==> config.mk <==
export PLATFORM = sky130hd
export DESIGN_NAME = regfile_wb_arbiter_flat
export DESIGN_NICKNAME = d
export VERILOG_FILES = /design/src/rtl/regfile_wb_arbiter_if.sv /design/src/rtl/regfile_wb_arbiter.sv /design/src/flat_wrapper.sv
export SDC_FILE = /design/constraint.sdc
export NUM_CORES = 1
export LEC_CHECK = 0
export BUFFER_PORTS_ARGS = -buffer_cell sky130_fd_sc_hd__buf_2
export CAP_MARGIN = 20
export CORE_ASPECT_RATIO = 1.2
export CORE_MARGIN = 2
export CORE_UTILIZATION = 35
export CTS_BUF_LIST = sky130_fd_sc_hd__clkbuf_16
export DETAILED_ROUTE_END_ITERATION = 8
export MAX_ROUTING_LAYER = met4
export PLACE_DENSITY_LB_ADDON = 0.3
export SYNTH_ARGS = -nofsm -noshare
export SYNTH_HDL_FRONTEND = slang
export SYNTH_SLANG_ARGS = --single-unit
==> constraint.sdc <==
create_clock -name clk -period 8.45 [get_ports clk]
set_input_delay 0.845 -clock clk [delete_from_list [all_inputs] [get_ports clk]]
set_output_delay 0.845 -clock clk [all_outputs]
set_load 0.02 [all_outputs]
==> src/rtl/regfile_wb_arbiter_if.sv <==
// Write-back bus for regfile_wb_arbiter: two producer handshakes,
// the register-file write port and the read-port bypass signals.
interface regfile_wb_arbiter_if #(
    parameter int unsigned DW = 64,
    parameter int unsigned RW = 6
);
    logic          a_valid;
    logic          a_ready;
    logic [RW-1:0] a_rn;
    logic [DW-1:0] a_data;
    logic          b_valid;
    logic          b_ready;
    logic [RW-1:0] b_rn;
    logic [DW-1:0] b_data;
    logic          w_en;
    logic [RW-1:0] w_rn;
    logic [DW-1:0] w_data;
    logic [RW-1:0] r1_rn;
    logic [RW-1:0] r2_rn;
    logic          r1_fwd;
    logic [DW-1:0] r1_fwd_data;
    logic          r2_fwd;
    logic [DW-1:0] r2_fwd_data;
    logic          busy;

    // Arbiter side: consumes producer results, drives the file write port.
    modport master (
        input  a_valid, a_rn, a_data, b_valid, b_rn, b_data, r1_rn, r2_rn,
        output a_ready, b_ready, w_en, w_rn, w_data,
        output r1_fwd, r1_fwd_data, r2_fwd, r2_fwd_data, busy
    );

    // Producer / register-file side.
    modport slave (
        output a_valid, a_rn, a_data, b_valid, b_rn, b_data, r1_rn, r2_rn,
        input  a_ready, b_ready, w_en, w_rn, w_data,
        input  r1_fwd, r1_fwd_data, r2_fwd, r2_fwd_data, busy
    );
endinterface

==> src/rtl/regfile_wb_arbiter.sv <==
// Register-file write-back arbiter: two buffered producers, round-robin retire, one write per cycle.
// Optional read-port bypass outputs are built when RAISIN64_WB_BYPASS_EN is defined.
module regfile_wb_arbiter #(
    parameter int unsigned DEPTH = 2,
    parameter int unsigned DW    = 64,
    parameter int unsigned RW    = 6
) (
    input  logic                  clk,
    input  logic                  rst,
    regfile_wb_arbiter_if.master  bus
);
    localparam int unsigned AW = $clog2(DEPTH);
    localparam int unsigned PW = AW + 1;

    typedef enum logic {PRIO_A, PRIO_B} prio_e;

    logic [RW-1:0] r_a_rn   [DEPTH];
    logic [DW-1:0] r_a_data [DEPTH];
    logic [RW-1:0] r_b_rn   [DEPTH];
    logic [DW-1:0] r_b_data [DEPTH];
    logic [PW-1:0] r_a_wp, r_a_rp, r_b_wp, r_b_rp;
    prio_e         r_prio;
    logic          r_w_en;
    logic [RW-1:0] r_w_rn;
    logic [DW-1:0] r_w_data;

    logic          w_a_empty, w_a_full, w_a_push, w_pop_a;
    logic          w_b_empty, w_b_full, w_b_push, w_pop_b;
    prio_e         w_prio_nxt;

    // Extra pointer MSB distinguishes full from empty when the low bits match.
    assign w_a_empty = (r_a_wp == r_a_rp);
    assign w_b_empty = (r_b_wp == r_b_rp);
    assign w_a_full  = (r_a_wp[AW] != r_a_rp[AW]) && (r_a_wp[AW-1:0] == r_a_rp[AW-1:0]);
    assign w_b_full  = (r_b_wp[AW] != r_b_rp[AW]) && (r_b_wp[AW-1:0] == r_b_rp[AW-1:0]);

    // r0 results complete the handshake but are dropped.
    assign w_a_push = bus.a_valid && !w_a_full && (bus.a_rn != '0);
    assign w_b_push = bus.b_valid && !w_b_full && (bus.b_rn != '0);

    // Round-robin grant; priority moves only on a contested cycle.
    always_comb begin
        w_pop_a    = 1'b0;
        w_pop_b    = 1'b0;
        w_prio_nxt = r_prio;
        if (!w_a_empty && !w_b_empty) begin
            if (r_prio == PRIO_A) begin
                w_pop_a    = 1'b1;
                w_prio_nxt = PRIO_B;
            end else begin
                w_pop_b    = 1'b1;
                w_prio_nxt = PRIO_A;
            end
        end else if (!w_a_empty) begin
            w_pop_a = 1'b1;
        end else if (!w_b_empty) begin
            w_pop_b = 1'b1;
        end
    end

    // Buffer storage needs no reset: the pointers define validity.
    always_ff @(posedge clk) begin
        if (w_a_push) begin
            r_a_rn[r_a_wp[AW-1:0]]   <= bus.a_rn;
            r_a_data[r_a_wp[AW-1:0]] <= bus.a_data;
        end
        if (w_b_push) begin
            r_b_rn[r_b_wp[AW-1:0]]   <= bus.b_rn;
            r_b_data[r_b_wp[AW-1:0]] <= bus.b_data;
        end
    end

    always_ff @(posedge clk or posedge rst) begin
        if (rst) begin
            r_a_wp   <= '0;
            r_a_rp   <= '0;
            r_b_wp   <= '0;
            r_b_rp   <= '0;
            r_prio   <= PRIO_A;
            r_w_en   <= 1'b0;
            r_w_rn   <= '0;
            r_w_data <= '0;
        end else begin
            if (w_a_push) r_a_wp <= r_a_wp + PW'(1);
            if (w_b_push) r_b_wp <= r_b_wp + PW'(1);
            if (w_pop_a)  r_a_rp <= r_a_rp + PW'(1);
            if (w_pop_b)  r_b_rp <= r_b_rp + PW'(1);
            r_prio <= w_prio_nxt;
            if (w_pop_a) begin
                r_w_en   <= 1'b1;
                r_w_rn   <= r_a_rn[r_a_rp[AW-1:0]];
                r_w_data <= r_a_data[r_a_rp[AW-1:0]];
            end else if (w_pop_b) begin
                r_w_en   <= 1'b1;
                r_w_rn   <= r_b_rn[r_b_rp[AW-1:0]];
                r_w_data <= r_b_data[r_b_rp[AW-1:0]];
            end else begin
                r_w_en   <= 1'b0;
            end
        end
    end

    assign bus.a_ready = !w_a_full;
    assign bus.b_ready = !w_b_full;
    assign bus.w_en    = r_w_en;
    assign bus.w_rn    = r_w_rn;
    assign bus.w_data  = r_w_data;
    assign bus.busy    = !w_a_empty || !w_b_empty || r_w_en;

`ifdef RAISIN64_WB_BYPASS_EN
    logic          r_r1_fwd, r_r2_fwd;
    logic [DW-1:0] r_r1_fwd_data, r_r2_fwd_data;

    // The file misses a same-edge write, so flag reads that race one.
    always_ff @(posedge clk or posedge rst) begin
        if (rst) begin
            r_r1_fwd      <= 1'b0;
            r_r2_fwd      <= 1'b0;
            r_r1_fwd_data <= '0;
            r_r2_fwd_data <= '0;
        end else begin
            r_r1_fwd      <= r_w_en && (r_w_rn == bus.r1_rn) && (bus.r1_rn != '0);
            r_r2_fwd      <= r_w_en && (r_w_rn == bus.r2_rn) && (bus.r2_rn != '0);
            r_r1_fwd_data <= r_w_data;
            r_r2_fwd_data <= r_w_data;
        end
    end

    assign bus.r1_fwd      = r_r1_fwd;
    assign bus.r2_fwd      = r_r2_fwd;
    assign bus.r1_fwd_data = r_r1_fwd_data;
    assign bus.r2_fwd_data = r_r2_fwd_data;
`else
    logic w_unused_rn;
    assign w_unused_rn     = ^{bus.r1_rn, bus.r2_rn};
    assign bus.r1_fwd      = 1'b0;
    assign bus.r2_fwd      = 1'b0;
    assign bus.r1_fwd_data = '0;
    assign bus.r2_fwd_data = '0;
`endif
endmodule

==> src/flat_wrapper.sv <==
// flat-port wrapper written by rule: the top's interface ports become plain ports
module regfile_wb_arbiter_flat 
#(
    parameter int unsigned DEPTH = 2,
    parameter int unsigned DW    = 64,
    parameter int unsigned RW    = 6
)
  (clk, rst, bus_a_valid, bus_a_rn, bus_a_data, bus_b_valid, bus_b_rn, bus_b_data, bus_r1_rn, bus_r2_rn, bus_a_ready, bus_b_ready, bus_w_en, bus_w_rn, bus_w_data, bus_r1_fwd, bus_r1_fwd_data, bus_r2_fwd, bus_r2_fwd_data, bus_busy);
  regfile_wb_arbiter_if #(.DW(DW), .RW(RW)) bus_i ();
  input  logic clk;
  input  logic rst;
  input wire logic [$bits(bus_i.a_valid)-1:0] bus_a_valid;
  input wire logic [$bits(bus_i.a_rn)-1:0] bus_a_rn;
  input wire logic [$bits(bus_i.a_data)-1:0] bus_a_data;
  input wire logic [$bits(bus_i.b_valid)-1:0] bus_b_valid;
  input wire logic [$bits(bus_i.b_rn)-1:0] bus_b_rn;
  input wire logic [$bits(bus_i.b_data)-1:0] bus_b_data;
  input wire logic [$bits(bus_i.r1_rn)-1:0] bus_r1_rn;
  input wire logic [$bits(bus_i.r2_rn)-1:0] bus_r2_rn;
  output wire logic [$bits(bus_i.a_ready)-1:0] bus_a_ready;
  output wire logic [$bits(bus_i.b_ready)-1:0] bus_b_ready;
  output wire logic [$bits(bus_i.w_en)-1:0] bus_w_en;
  output wire logic [$bits(bus_i.w_rn)-1:0] bus_w_rn;
  output wire logic [$bits(bus_i.w_data)-1:0] bus_w_data;
  output wire logic [$bits(bus_i.r1_fwd)-1:0] bus_r1_fwd;
  output wire logic [$bits(bus_i.r1_fwd_data)-1:0] bus_r1_fwd_data;
  output wire logic [$bits(bus_i.r2_fwd)-1:0] bus_r2_fwd;
  output wire logic [$bits(bus_i.r2_fwd_data)-1:0] bus_r2_fwd_data;
  output wire logic [$bits(bus_i.busy)-1:0] bus_busy;
  assign bus_i.a_valid = bus_a_valid;
  assign bus_i.a_rn = bus_a_rn;
  assign bus_i.a_data = bus_a_data;
  assign bus_i.b_valid = bus_b_valid;
  assign bus_i.b_rn = bus_b_rn;
  assign bus_i.b_data = bus_b_data;
  assign bus_i.r1_rn = bus_r1_rn;
  assign bus_i.r2_rn = bus_r2_rn;
  assign bus_a_ready = bus_i.a_ready;
  assign bus_b_ready = bus_i.b_ready;
  assign bus_w_en = bus_i.w_en;
  assign bus_w_rn = bus_i.w_rn;
  assign bus_w_data = bus_i.w_data;
  assign bus_r1_fwd = bus_i.r1_fwd;
  assign bus_r1_fwd_data = bus_i.r1_fwd_data;
  assign bus_r2_fwd = bus_i.r2_fwd;
  assign bus_r2_fwd_data = bus_i.r2_fwd_data;
  assign bus_busy = bus_i.busy;
  regfile_wb_arbiter #(.DEPTH(DEPTH), .DW(DW), .RW(RW)) u_core (.clk(clk), .rst(rst), .bus(bus_i));
endmodule
==> results of run 1 <==
==> cell type report <==
class	instances	area share, %
flip-flops and latches	360	60.4
multi-input cells	588	22.0
repair buffers	230	7.09
clock buffers	37	5.37
well taps	546	3.96
clock inverters	29	1.07
inverters	2	0.0580
diodes	3	0.0435
==> report_power, final <==
| group | total (uW) | internal, uW | switching [uW] |
|---|---|---|---|
| clock network | 1520 | 858 | 665 |
| registers | 3030 | 2650 | 386 |
| logic | 3120 | 1000 | 2110 |
==> placed cells by master (no fill, tap or decap), drive strengths merged, types with 2 or more instances in the layout <==
cell | synthesis | layout
clkinv | 0 | 13
xor2 | 7 | 7
dfrtp | 80 | 80
mux2i | 140 | 140
bufinv | 0 | 2
a221oi | 70 | 70
edfxtp | 280 | 280
buf | 154 | 230
o21ai | 141 | 141
conb | 1 | 130
inv | 2 | 16
clkbuf | 37 | 37
nor2 | 75 | 75
xnor2 | 7 | 7
diode | 0 | 3
nand2 | 4 | 4
==> worst max-delay path, delay by kind of cell, from the launching register on <==
family / cells / cell delay [ns]
simple gates: 2 / 0.72
xor+xnor: 1 / 0.16
buf+inv: 2 / 0.93
flops: 1 / 0.92
==> through the flow <==
stage	hold WS, ns	worst slack, ns	cell area (um^2)	utilization [%]	std cells
after floorplan	0.461	3.79	15400	-	1141
after global placement	0.511	4.55	16100	38.4	1724
after detailed placement	0.523	4.48	16100	38.6	1726
after CTS	0.358	4.26	17200	41.2	1792
after global routing	0.387	4.18	17300	41.2	1795
final	0.354	4.31	17300	41.2	1795
==> sequential cells by signal, indices dropped and copies added (netlist names), 6 cells and up <==
name,cells
u_core.bus.w_data,64
u_core.r_b_rn,12
u_core.r_a_rn,12
u_core.r_b_data,128
u_core.bus.w_rn,6
u_core.r_a_data,128
==> cell families after synthesis <==
kind of cell | share of synthesized area, %
DFF | 69.8
buffers and inverters | 8.37
xor gates and xnor gates | 0.873
other | 0.0252
AOI/OAI and AO/OA | 9.02
muxes | 9.40
and+or+nand+nor | 2.49
==> final timing paths <==
kind	end	slack, ns	cells after the start
max reg2reg	u_core.bus.w_data[9]	4.48	6
max in group asynchronous	u_core.r_a_rp[0]	6.90	3
max	bus_busy	4.31	5
min in group clk	u_core.r_b_data[1][28]	0.51	1
min	u_core.bus.w_rn[4]	0.35	2
min reg2reg	u_core.r_b_wp[1]	0.53	1
==> metal layers <==
metal / share of wire, % / track usage [%] / up-vias
met4: 2.5 / 5.46 / 0
met1: 40 / 19.8 / 4438
li1: - / - / 3986
met2: 51 / 28.7 / 382
met3: 6.4 / 2.95 / 65
met5: 0 / - / -
==> out/metrics.csv, run 1 <==
stage;metric;value;unit
clocking;Clock Tree Buf Depth;3;
worst_hold_path;worst hold path type;in -> async;
final_layout;share of cells above drive strength 1;23.4;%
pwr;PwrDens;445;nW/um^2
detailed_routing;drt via density;4.94;
floorplanning;DIE AREA;44300;um^2
clocking;H-tree levels;2;
floorplanning;initial core utilization;35.6;%
synth;Synth top area share;56.4;%
sta;TNS Setup;0;ns
setup_path;Worst path max stage delay;0.92;ns
pwr;Total Power;7670;uW
final_layout;final net count;1375;
place;I/O Buffers;217;
detailed_routing;post-detailed-route wirelength per cell;20.2;um
grt;initial antenna violation count;3;
setup_path;critical path launch point;u_core.r_a_rp[0];
clocking;cts bufs inserted;37;
final_layout;# fillers;3912;
synth;Mapped Area;14900;um^2
final_layout;multi-input combinational cell area;3800;um^2
synth;Post-Synthesis Cells;1012;
sta;clock skew;0.0116;ns
sta;Final Cycle Share;49.0;%
detailed_routing;routed wire length;36300;um
detailed_routing;Post-DRT Antenna Nets;0;
floorplanning;# IOs;360;
job;total of max-cap violations;0;
synth;Synth warnings;0;
setup_path;Worst Path Required;7.61;ns
grt;GRT Resource Usage Total;16.7;%
status;outcome;completed;
sta;Max Slew Vio Count;0;
sta;Slew HR;26.1;%
floorplanning;die height;230;um
synth;Synth area leaders;edfxtp_1 56%, dfrtp_1 13%, mux2i_1 9.4%;
pwr;VDD IR max;0.255;mV
final_layout;Storage cell area;10400;um^2
setup_path;Critical Path Sink Type;output port;
clocking;post_cts resized;0;
setup_path;CP Cell Sequence;xor2_4, buf_4, or2_4, or3_1, buf_2;
floorplanning;core box area;41900;um^2
sta;Worst Tran Pin Value;1.11;ns
clocking;clk_lat worst skew;0.53;ns
grt;largest net degree at the start of global routing;76;
floorplanning;Die Width;192;um
synth;EDFF count, synth;280;
detailed_routing;Initial DRC Count;440;
synth;Synth cell types;32;
grt;global-route wire length before repair;54000;um
setup_path;crit path DAT;3.29;ns
clocking;CTS tree;done;
sta;Final Hold Fails;0;
sta;fin crit period;4.14;ns
synth;Primary FF master, synth;edfxtp_1;
floorplanning;Row Count;82;
setup_path;CP startpoint kind;flop;
grt;Remaining Overflow, GRT;0;
setup_path;Worst path slowest cell;dfrtp_4;
place;GP Congestion;0.732;
synth;post-synthesis sequential area ratio;69.8;%
grt;vias in the first global route;9049;
final_layout;synthesis-to-layout area growth;15.7;%
synth;ys async rst share;22.2;%
detailed_routing;Pre-antenna DRT Iters;5;
setup_path;Critical Setup Path Class;reg -> out;
setup_path;Worst Path Max Fanout;73;
sta;count of final setup violators;0;
clocking;Worst-path clk slew;0.06;ns
clocking;Post-CTS Setup Bufs;0;
place;HPWL after detailed placement;21200;um
synth;flops & latches, synth;360;
clocking;CTS Sinks;360;
synth;dominant cell type by area after synthesis;edfxtp_1;
sta;RSZ-0062 raised after global routing;no;
detailed_routing;number of remaining DRC errors;0;
pwr;leakage power;0.00680;uW
sta;Peak Freq;242;MHz
clocking;# hold bufs at CTS;0;
synth;Mean Syn Cell Area;14.7;um^2
synth;most frequent cell after synthesis;edfxtp_1;
detailed_routing;vias;8871;
setup_path;reg2reg start;u_core.r_a_rp[0];
clocking;Clock Root Buffer;clkbuf_16;
synth;Commonest cells post-synth;280 x edfxtp_1, 140 x mux2i_1, 132 x buf_4;
(Power assumes the default switching activity.)
==> run 2: changes to the inputs <==
- clock period: 8.45 -> 4.3 ns (I/O delays scaled with it)
==> run 2 against run 1 <==
Net effect:
- clock skew is 0.014 ns higher
- die area unchanged
- combinational power rose by 110%
- highest routed layer unchanged
- core utilization rose by 0.48 points
- critical path depth unchanged
- largest power group unchanged
==> out/metrics.csv, run 2 (synthesized netlist as in run 1, its figures left out) <==
stage;metric;value;unit;change
pwr;leakage power;0.00688;uW;+1.2%
clocking;Worst-path clk slew;0.06;ns;about the same
detailed_routing;drt via density;4.94;;about the same
floorplanning;die height;230;um;unchanged
job;total of max-cap violations;0;;unchanged
sta;count of final setup violators;0;;unchanged
sta;RSZ-0062 raised after global routing;no;;
detailed_routing;Post-DRT Antenna Nets;0;;unchanged
sta;Final Hold Fails;0;;unchanged
sta;Slew HR;27.5;%;+1.4 points
worst_hold_path;worst hold path type;in -> reg;;
sta;Final Cycle Share;72.7;%;
setup_path;CP startpoint kind;flop;;
clocking;cts bufs inserted;38;;+2.7%
pwr;PwrDens;888;nW/um^2;+100%
clocking;Clock Root Buffer;clkbuf_16;;
clocking;CTS tree;done;;
detailed_routing;Initial DRC Count;445;;+1.1%
setup_path;Critical Setup Path Class;reg -> reg;;
final_layout;commonest non-fill, non-tap cells in the layout;280 x edfxtp_1, 217 x buf_2, 140 x mux2i_1;;
floorplanning;initial core utilization;35.6;%;unchanged
detailed_routing;Pre-antenna DRT Iters;5;;unchanged
place;HPWL after detailed placement;21300;um;+0.59%
detailed_routing;vias;8924;;+0.60%
setup_path;Worst Path Required;4.63;ns;-2.98 ns
sta;fin crit period;3.13;ns;
status;outcome;completed;;
sta;Worst Tran Pin Value;1.09;ns;-0.0214 ns
detailed_routing;number of remaining DRC errors;0;;unchanged
sta;Max Slew Vio Count;0;;unchanged
floorplanning;DIE AREA;44300;um^2;unchanged
setup_path;Critical Path Sink Type;flop;;
final_layout;# fillers;3903;;-0.23%
final_layout;synthesis-to-layout area growth;17.1;%;
place;Placement Setup Slack;1.18;ns;-3.30 ns
clocking;Post-CTS Setup Bufs;0;;unchanged
setup_path;Worst Path Max Fanout;51;;-30%
place;placed insts;1729;;+0.17%
pwr;VDD IR max;0.791;mV;+210%
sta;final worst slack;1.17;ns;-3.14 ns
clocking;Clock Tree Buf Depth;3;;unchanged
final_layout;leading cell type in the layout, fill and taps excluded;edfxtp_1;;
detailed_routing;routed wire length;37300;um;+2.9%
floorplanning;Row Count;82;;unchanged
final_layout;final cell count without fillers;1805;;+0.56%
clocking;clk_lat worst skew;0.53;ns;about the same
clocking;post_cts resized;0;;unchanged
setup_path;crit path DAT;3.46;ns;+0.17 ns
place;I/O Buffers;217;;unchanged
grt;Remaining Overflow, GRT;0;;unchanged
pwr;Total Power;15500;uW;+100%
setup_path;CP Cell Sequence;xor2_4, or2_4, a21oi_4, buf_4, a221oi_1;;
sta;TNS Setup;0;ns;unchanged
setup_path;Worst path max stage delay;0.76;ns;-0.16 ns
clocking;H-tree levels;2;;unchanged
sta;Peak Freq;320;MHz;
floorplanning;# IOs;360;;unchanged
clocking;CTS Sinks;360;;unchanged
grt;vias in the first global route;8887;;-1.8%
final_layout;multi-input combinational cell area;3800;um^2;unchanged
setup_path;Worst path slowest cell;buf_4;;
setup_path;delay-heaviest family, CP;compound AO/OA/AOI/OAI gates;;
grt;global-route wire length before repair;55300;um;+2.4%
final_layout;final net count;1381;;+0.44%
floorplanning;Die Width;192;um;unchanged
grt;initial antenna violation count;3;;unchanged
place;GP Congestion;0.714;;-2.5%
detailed_routing;post-detailed-route wirelength per cell;20.7;um;+2.4%
grt;GRT Resource Usage Total;17.4;%;+0.62 points
final_layout;Storage cell area;10400;um^2;unchanged
floorplanning;core box area;41900;um^2;unchanged
sta;clock skew;0.0253;ns;+0.0137 ns
grt;largest net degree at the start of global routing;75;;-1.3%
final_layout;share of cells above drive strength 1;23.9;%;+0.49 points
setup_path;Buf/Inv on CP;1;;-1
-- run 2: cell types whose count changed in the layout (fill, tap and decap cells not counted), sizes merged --
cell | before | now
clkbuf | 37 | 39
dlygate4sd3 | 0 | 1
diode | 3 | 5
buf | 230 | 234
clkinv | 13 | 8
inv | 16 | 17
bufinv | 2 | 5
clkinvlp | 0 | 2
-- run 2: cell type report --
| class | instances | area share [%] |
|---|---|---|
| Timing Repair Buffer | 235 | 7.34 |
| Sequential cell | 360 | 59.7 |
| Antenna cell | 5 | 0.0717 |
| Multi-Input combinational cell | 588 | 21.8 |
| Tap cell | 546 | 3.91 |
| Clock inverter | 30 | 1.58 |
| Inverter | 2 | 0.0573 |
| Clock buffer | 39 | 5.59 |
-- run 2: timing repair --
| action | 4_1_cts | 5_1_grt |
|---|---|---|
| endpoints found under the setup margin | 0 | 0 |
| hold endpoints to repair | 17 | 0 |
| hold buffers | 1 | 0 |
-- run 2: metal layers --
metal	track usage, %	wire, um	vias to the layer above
met5	-	0	-
met4	4.56	782	0
met3	3.50	2650	55
met1	21.5	15200	4453
li1	-	-	3999
met2	29.0	18700	417
-- run 2: per-stage QoR --
stage	hold WS, ns	util (%)	area (um^2)
2_1_floorplan	0.461	-	15400
3_3_place_gp	0.512	38.6	16200
3_5_place_dp	0.523	38.6	16200
4_1_cts	0.0558	41.6	17400
5_1_grt	0.0572	41.7	17500
6_report	0.0849	41.7	17500
-- run 2: worst paths after layout --
check,startpoint,endpoint,slack [ns],cells past startpoint
max in group asynchronous,rst,u_core.r_b_rp[0],2.79,4
hold / removal,bus_a_data[37],u_core.r_a_data[1][37],0.08,1
min in group asynchronous,rst,u_core.bus.w_data[0],0.52,3
setup reg to reg,u_core.r_a_wp[0],u_core.bus.w_data[45],1.17,5
hold reg to reg,u_core.r_b_rp[1],u_core.r_b_rp[1],0.53,1
setup / recovery,u_core.r_a_wp[0],u_core.bus.w_data[45],1.17,5
-- run 2: report_power, final --
part	internal, uW	total, uW	leakage, uW	switching, uW
Clock	1950	3280	0.000651	1330
Sequential	5200	5690	0.00351	490
Combinational	2010	6520	0.00273	4520
Total	9160	15500	0.00688	6340
